### src/rtl/instr_fetch_prefetch.sv
// Instruction-fetch initiator: issues word reads to the instruction RAM, buffers the
// returned words in a small FIFO and streams them to the core with their byte addresses.
module instr_fetch_prefetch #(
    parameter int ADDR_WIDTH = 16,
    parameter int DATA_WIDTH = 32,
    parameter int DEPTH      = 4
) (
    input  logic                    clk,
    input  logic                    rst_n,
    input  logic                    fetch_enable_i,
    input  logic [ADDR_WIDTH-1:0]   boot_addr_i,
    input  logic                    branch_i,
    input  logic [ADDR_WIDTH-1:0]   branch_addr_i,
    output logic                    instr_valid_o,
    output logic [DATA_WIDTH-1:0]   instr_rdata_o,
    output logic [ADDR_WIDTH-1:0]   instr_addr_o,
    input  logic                    instr_ready_i,
    output logic                    mem_en_o,
    output logic [ADDR_WIDTH-1:0]   mem_addr_o,
    output logic                    mem_we_o,
    output logic [DATA_WIDTH/8-1:0] mem_be_o,
    input  logic [DATA_WIDTH-1:0]   mem_rdata_i,
    output logic                    busy_o,
    output logic [1:0]              dbg_state_o
);

    localparam int PTR_W = (DEPTH > 1) ? $clog2(DEPTH) : 1;
    localparam int CNT_W = $clog2(DEPTH + 1);
    localparam int OCC_W = CNT_W + 1;

    typedef enum logic [1:0] {
        IDLE  = 2'd0,
        FETCH = 2'd1,
        PAUSE = 2'd2
    } state_e;

    state_e                  state_q, state_d;
    logic [ADDR_WIDTH-1:0]   fetch_addr_q, fetch_addr_d;
    logic                    inflight_q, inflight_d;
    logic [ADDR_WIDTH-1:0]   inflight_addr_q, inflight_addr_d;

    logic [DATA_WIDTH-1:0]   data_mem_q [DEPTH];
    logic [ADDR_WIDTH-1:0]   addr_mem_q [DEPTH];
    logic [PTR_W-1:0]        wr_ptr_q, rd_ptr_q;
    logic [CNT_W-1:0]        count_q;

    logic                    fifo_nonempty;
    logic                    pop;
    logic                    push;
    logic                    issue;
    logic                    branch_take;
    logic [OCC_W-1:0]        occupancy;
    logic [ADDR_WIDTH-1:0]   boot_aligned;
    logic [ADDR_WIDTH-1:0]   branch_aligned;

    function automatic logic [PTR_W-1:0] ptr_inc(input logic [PTR_W-1:0] p);
        return (p == PTR_W'(DEPTH - 1)) ? '0 : p + PTR_W'(1);
    endfunction

    assign boot_aligned   = boot_addr_i & ~ADDR_WIDTH'(3);
    assign branch_aligned = branch_addr_i & ~ADDR_WIDTH'(3);

    // Core stream: a word transfers on any cycle where instr_valid_o & instr_ready_i;
    // valid never depends on ready, and head data/address are stable while valid & ~ready.
    assign fifo_nonempty = (count_q != '0);
    assign pop           = fifo_nonempty && instr_ready_i;
    assign branch_take   = branch_i && (state_q != IDLE);
    assign push          = inflight_q && !branch_take;

    // Reserve a slot for every word already requested so a response can never overflow.
    assign occupancy = OCC_W'(count_q) + OCC_W'(inflight_q) - OCC_W'(pop);
    assign issue     = (state_q == FETCH) && fetch_enable_i && !branch_i
                       && (occupancy < OCC_W'(DEPTH));

    always_comb begin
        state_d         = state_q;
        fetch_addr_d    = fetch_addr_q;
        inflight_d      = issue;
        inflight_addr_d = issue ? fetch_addr_q : inflight_addr_q;
        case (state_q)
            IDLE: begin
                if (fetch_enable_i) begin
                    state_d      = FETCH;
                    fetch_addr_d = boot_aligned;
                end
            end
            FETCH: begin
                if (!fetch_enable_i) begin
                    state_d = PAUSE;
                end
            end
            PAUSE: begin
                if (fetch_enable_i) begin
                    state_d = FETCH;
                end
            end
            default: state_d = IDLE;
        endcase
        if (branch_take) begin
            state_d      = fetch_enable_i ? FETCH : PAUSE;
            fetch_addr_d = branch_aligned;
        end else if (issue) begin
            fetch_addr_d = fetch_addr_q + ADDR_WIDTH'(4);
        end
    end

    always_ff @(posedge clk or negedge rst_n) begin
        if (!rst_n) begin
            state_q         <= IDLE;
            fetch_addr_q    <= '0;
            inflight_q      <= 1'b0;
            inflight_addr_q <= '0;
        end else begin
            state_q         <= state_d;
            fetch_addr_q    <= fetch_addr_d;
            inflight_q      <= inflight_d;
            inflight_addr_q <= inflight_addr_d;
        end
    end

    // A redirect empties the FIFO outright; a pop in the same cycle is subsumed by it.
    always_ff @(posedge clk or negedge rst_n) begin
        if (!rst_n) begin
            wr_ptr_q <= '0;
            rd_ptr_q <= '0;
            count_q  <= '0;
        end else if (branch_take) begin
            wr_ptr_q <= '0;
            rd_ptr_q <= '0;
            count_q  <= '0;
        end else begin
            if (push) begin
                wr_ptr_q <= ptr_inc(wr_ptr_q);
            end
            if (pop) begin
                rd_ptr_q <= ptr_inc(rd_ptr_q);
            end
            case ({push, pop})
                2'b10:   count_q <= count_q + CNT_W'(1);
                2'b01:   count_q <= count_q - CNT_W'(1);
                default: count_q <= count_q;
            endcase
        end
    end

    always_ff @(posedge clk) begin
        if (push) begin
            data_mem_q[wr_ptr_q] <= mem_rdata_i;
            addr_mem_q[wr_ptr_q] <= inflight_addr_q;
        end
    end

    assign instr_valid_o = fifo_nonempty;
    assign instr_rdata_o = fifo_nonempty ? data_mem_q[rd_ptr_q] : '0;
    assign instr_addr_o  = fifo_nonempty ? addr_mem_q[rd_ptr_q] : '0;

    assign mem_en_o    = issue;
    assign mem_addr_o  = fetch_addr_q;
    assign mem_we_o    = 1'b0;
    assign mem_be_o    = '1;
    assign busy_o      = (state_q != IDLE) || inflight_q;
    assign dbg_state_o = state_q;

    no_overflow_a : assert property (@(posedge clk) disable iff (!rst_n)
        !(push && !pop && (count_q == CNT_W'(DEPTH))));

endmodule

### config.mk
export PLATFORM = sky130hd
export DESIGN_NAME = instr_fetch_prefetch
export DESIGN_NICKNAME = d
export VERILOG_FILES = /design/src/rtl/instr_fetch_prefetch.sv
export SDC_FILE = /design/constraint.sdc
export NUM_CORES = 1
export LEC_CHECK = 0
export ABC_AREA = 1
export CAP_MARGIN = 10
export CORE_UTILIZATION = 45
export CTS_CLUSTER_DIAMETER = 200
export DETAILED_ROUTE_END_ITERATION = 7
export PLACE_DENSITY = 0.68
export REMOVE_ABC_BUFFERS = 1
export SKIP_CTS_REPAIR_TIMING = 1
export SYNTH_ARGS = -nofsm -noshare
export SYNTH_HDL_FRONTEND = slang
export SYNTH_SLANG_ARGS = --single-unit
### constraint.sdc
create_clock -name clk -period 4.6 [get_ports clk]
set_clock_uncertainty 0.15 [all_clocks]
set_input_delay 0.92 -clock clk [delete_from_list [all_inputs] [get_ports clk]]
set_output_delay 0.92 -clock clk [all_outputs]
set_load 0.005 [all_outputs]
== Word level (Yosys, flattened, before mapping) ==
Memories as Yosys holds them, arrays and structs flattened.
Index checks and enable logic that the tools add are counted.
Widths: inputs -> output; s select.

* Equal/unequal tests: 8
* Order comparisons: 1
* Muxes and demuxes: 21
* Add/subtract/negate cells: 7
* Reductions and logical operators: 20

{| class="wikitable"
|+ Operators with widths
! cell !! number
|-
| $mux 16 || 5
|-
| $mux 32 || 1
|-
| $mux 2 || 10
|-
| $add 16x3->16 const B || 1
|-
| $reduce_bool 3->1 || 4
|-
| $eq 2x2->1 const B || 4
|-
| $logic_and 1x1->1 || 6
|-
| $pmux 3 s2 || 1
|-
| $reduce_bool 2->1 || 3
|-
| $add 2x1->2 const B || 2
|-
| $add 3x1->4 || 1
|-
| $eq 2x1->1 const B || 2
|-
| $lt 4x3->1 const B || 1
|-
| $pmux 2 s2 || 1
|-
| $reduce_and 2->1 || 2
|-
| $sub 4x1->4 || 1
|-
| $add 3x1->3 const B || 1
|-
| $mux 3 || 1
|-
| $ne 3x1->1 const B || 1
|-
| $ne 3x3->1 const B || 1
|-
| $sub 3x1->3 const B || 1
|-
| $logic_not 1->1 || 2
|-
| $logic_not 2->1 || 1
|-
| $mux 1 || 2
|-
| 2 further kinds || 2
|}

* Memories kept: 2
* Flip-flop bits (word level): 42
* RAM bits: 192
* Output and inout bits: 74
* Word-level logic and storage cells: 66

{| class="wikitable"
|+ Memory list
! memory !! words !! bits a word !! rd ports !! clocked after Yosys merged registers in !! wr ports !! line !! source
|-
| data_mem_q || 4 || 32 || 1 || 0 || 1 || 42 || <nowiki>logic [DATA_WIDTH-1:0] data_mem_q [DEPTH];</nowiki>
|-
| addr_mem_q || 4 || 16 || 1 || 0 || 1 || 43 || <nowiki>logic [ADDR_WIDTH-1:0] addr_mem_q [DEPTH];</nowiki>
|}

== Logic depth before layout (Yosys ltp) ==
* Word-level depth: 7
* Mapped depth: 18
* Depth with buffers taken out: 17

== Worst setup path before layout ==
OpenSTA, ideal clock, no wires.

* Kind: input port to flip-flop
* From: in branch_i
* To: mem addr_mem_q[0][10], enable pin
* Arrival time: 3.123 ns
* Data required time: 4.000 ns
* Slack: 0.877 ns
* Cell stages on the path: 3
* Setup time: 0.450 ns
* Cells stage by stage: nand2_2 nand2_1 nor2_1

* Word-level cells in the longest chain between the ends: 5

{| class="wikitable"
|+ RTL lines
! what !! line !! source
|-
| from (decl) || 12 || <nowiki>input logic branch_i,</nowiki>
|-
| $logic_and 1x1->1 || 67 || <nowiki>assign branch_take = branch_i && (state_q != IDLE);</nowiki>
|-
| $logic_not 1->1 || 68 || <nowiki>assign push = inflight_q && !branch_take;</nowiki>
|-
| $logic_and 1x1->1 || 68 ||
|-
| $mux 1 || 147 || <nowiki>if (push) begin</nowiki>
|-
| $mux 1 (implied by the code) || 149 || <nowiki>addr_mem_q[wr_ptr_q] <= inflight_addr_q;</nowiki>
|-
| to (decl) || 43 ||
|}

Every way passes these cells.

== Final worst setup path ==
* From: in instr_ready_i
* To: out mem_en_o

* Word-level cells in the longest chain between the ends: 4

{| class="wikitable"
|+ RTL lines
! what !! line !! source
|-
| from (decl) || 17 || <nowiki>input logic instr_ready_i,</nowiki>
|-
| $logic_and 1x1->1 || 66 || <nowiki>assign pop = fifo_nonempty && instr_ready_i;</nowiki>
|-
| $sub 4x1->4 || 71 || <nowiki>assign occupancy = OCC_W'(count_q) + OCC_W'(inflight_q) - OCC_W'(pop);</nowiki>
|-
| $lt 4x3->1 || 73 || <nowiki>&& (occupancy < OCC_W'(DEPTH));</nowiki>
|-
| $logic_and 1x1->1 || 73 ||
|-
| to (decl) || 18 || <nowiki>output logic mem_en_o,</nowiki>
|}

Every way passes these cells.

==> results.yml <==
status:
  run_status: "completed"
cells_and_area:
  layout-drive-gt1-share_pct: 7.52
  layout_common_cells: "205 x nor2_1, 184 x edfxtp_1, 135 x nand2_1"
  nFillCells: 1728
  diodes: 0
  seqCellArea_um2: 6480
  fin_util_pct: 58.4
  fin_area_um2: 12000
  area_growth_pct: 25.3
  nets: 1113
  final_common_cell: "nor2_1"
  multi_input_area_um2: 2730
yosys:
  synthCells: 907
  yosys-top-cells-area: "edfxtp_1 58%, dfrtp_1 9.9%, nor2_1 8.2%"
  synth_cell_types: 29
  yosysTopAreaCell: "edfxtp_1"
  synth_top_cell_area_share_pct: 57.7
  netlist_area_um2: 9570
  syn_area_per_cell_um2: 10.6
  ys_seq_area_share_pct: 67.7
  yosys_register_bits: 222
  ys_warn_count: 0
setup_path:
  crit_fanout: 2
  start_kind: "primary input"
  rrSetupSlack_ps: 1720
  worstPathArrival_ps: 3180
  critical_path_required_ps: 3530
  endpoint_kind: "primary output"
  r2r-end: "mem_addr_o[5]"
  reg2reg_depth: 16
  regToRegStartpoint: "count_q[0]"
  crit_type: "in2out"
drt:
  wl_met1_um: 9410
  wl_per_cell_um: 15.7
  top_layer_used: "met4"
  via_per_inst: 5.03
  route.detailed.drc: 0
  via_count: 6640
  wirelength_um: 20700
  drt_iter0_drc: 357
  dr_wl_met3_um: 974
  wl_met2_um: 10100
  detail-route-antenna-nets: 0
  dr.pass1.iters: 4
power_and_ir_drop:
  vdd_ir_drop_max_mv: 0.290
  power.total_mw: 6.68
  powerDensity_nw_per_um2: 557
  power_leakage_nw: 4.55
floorplan:
  core.rowCount: 52
  die_x_um: 148
  dieArea_um2: 21900
  chipHeight_um: 148
  start_util_pct: 46.6
  core_um2: 20600
  num_io_pins: 143
clock_network:
  root_buffer: "clkbuf_16"
  path_clk_slew_ps: 60
  cts_max_path_buffers: 3
  numCtsBuffers: 24
  cts_sinks: 222
  clk_latency_ps: 490
  cts_tree: "done"
  htreeDepth: 1
global_route:
  grt_max_degree: 59
  grt_usage_pct: 19.1
  grt_pass1_wl_um: 33000
  grt_antenna_before_repair: 0
  grt_overflow_total: 0
  first_global_vias: 6547
timing:
  worst_slew_pin_slew_ps: 863
  max_freq_ghz: 0.235
  rsz0062_at_grt: "no"
  finalSetupViolCount: 0
  period_needed_ps: 4250
  tns_ps: 0
  fin_hold_ws_ps: 369
  drv_slew: 0
  hold_viol_final: 0
  slew_headroom_pct: 42.5
  layout_worst_path_cycle_share_pct: 92.4
min_path:
  hp-start: "inflight_addr_q[13]"
  min_path_cells: 0
  hold_path_class: "reg2reg"
  whs_endpoint: "addr_mem_q[1][13]"
job:
  maxCapViolations: 0
placement:
  place.gp.congestion: 0.853
  dpl-instance-area_um2: 11200
  port_buffers: 129
  hpwlAfterDp_um: 12300
## flip-flops by register name, indices dropped and copies added, names as in the netlist, 2 cells and up
register         flops
wr_ptr_q             2
inflight_addr_q     14
addr_mem_q          56
data_mem_q         128
dbg_state_o          2
rd_ptr_q             2
mem_addr_o          14
count_q              3
## cell usage after synthesis (all sizes together)
| cell | number |
|---|---|
| nor2 | 211 |
| nor3 | 3 |
| dfrtp | 38 |
| o21ai | 105 |
| buf | 25 |
| o22ai | 2 |
| nand4 | 3 |
| conb | 2 |
| o21a | 1 |
| inv | 46 |
| ha | 10 |
| fa | 1 |
| nand2 | 139 |
| xor2 | 5 |
| a21oi | 49 |
| nand3 | 46 |
| clkbuf | 29 |
| edfxtp | 184 |
| xnor2 | 3 |
| or2 | 5 |
## stage by stage
step | worst slack [ps] | std cells
6_report | 347 | 1321
5_1_grt | 123 | 1321
4_1_cts | 313 | 1321
3_5_place_dp | 328 | 1277
3_3_place_gp | 370 | 1277
2_1_floorplan | -1250 | 860
## logic make-up (layout without fill, tap and decap cells)
| family | after synthesis | count (layout) | share of synthesized area, % |
|---|---|---|---|
| AOI/OAI and AO/OA | 157 | 157 | 8.38 |
| xor gates and xnor gates | 8 | 8 | 0.732 |
| adders and majority gates | 11 | 11 | 1.52 |
| buffers and inverters | 100 | 237 | 4.51 |
| DFF | 222 | 222 | 67.7 |
| other | 2 | 9 | 0.0785 |
| and+or+nand+nor | 407 | 407 | 17.1 |
## report_power, final
group	switching [mW]	internal, mW
Clock	0.727	1.18
Combinational	1.20	1.03
Sequential	0.154	2.38
Total	2.08	4.60
## worst max path at each step
stage	start	end	slack (ps)	depth (start not counted)
global placement	instr_ready_i	mem_en_o	370	15
global route	instr_ready_i	mem_en_o	120	15
floorplan	count_q[0]	mem_en_o	-1250	12
finish	instr_ready_i	mem_en_o	350	15
detailed placement	instr_ready_i	mem_en_o	330	15
CTS	instr_ready_i	mem_en_o	310	15
## area by class of cell
class	instances	area share [%]
multi-input combinational	592	22.7
tap	270	2.82
clock buffer	35	5.94
clock inverter	9	0.803
inverter	46	1.44
timing repair buffer	147	12.3
sequential	222	54.0
## critical path, stage by stage
cell,delay [ps]
clkdlybuf4s50_1,470
inv_1,40
nor2_1,150
ha_1,170
inv_1,40
ha_1,280
inv_1,40
nor2_1,80
nand2_1,80
nand3_1,70
nand2_1,80
nor2_4,120
nand2_4,50
inv_1,80
clkdlybuf4s50_1,510
## routing by layer
metal | global-route usage (%) | vias to the layer above
li1 | - | 3309
met1 | 25.6 | 3140
met2 | 33.2 | 173
met3 | 2.59 | 18
met4 | 4.12 | 0
met5 | 0 | -
Power figures use the tool's default switching activity.
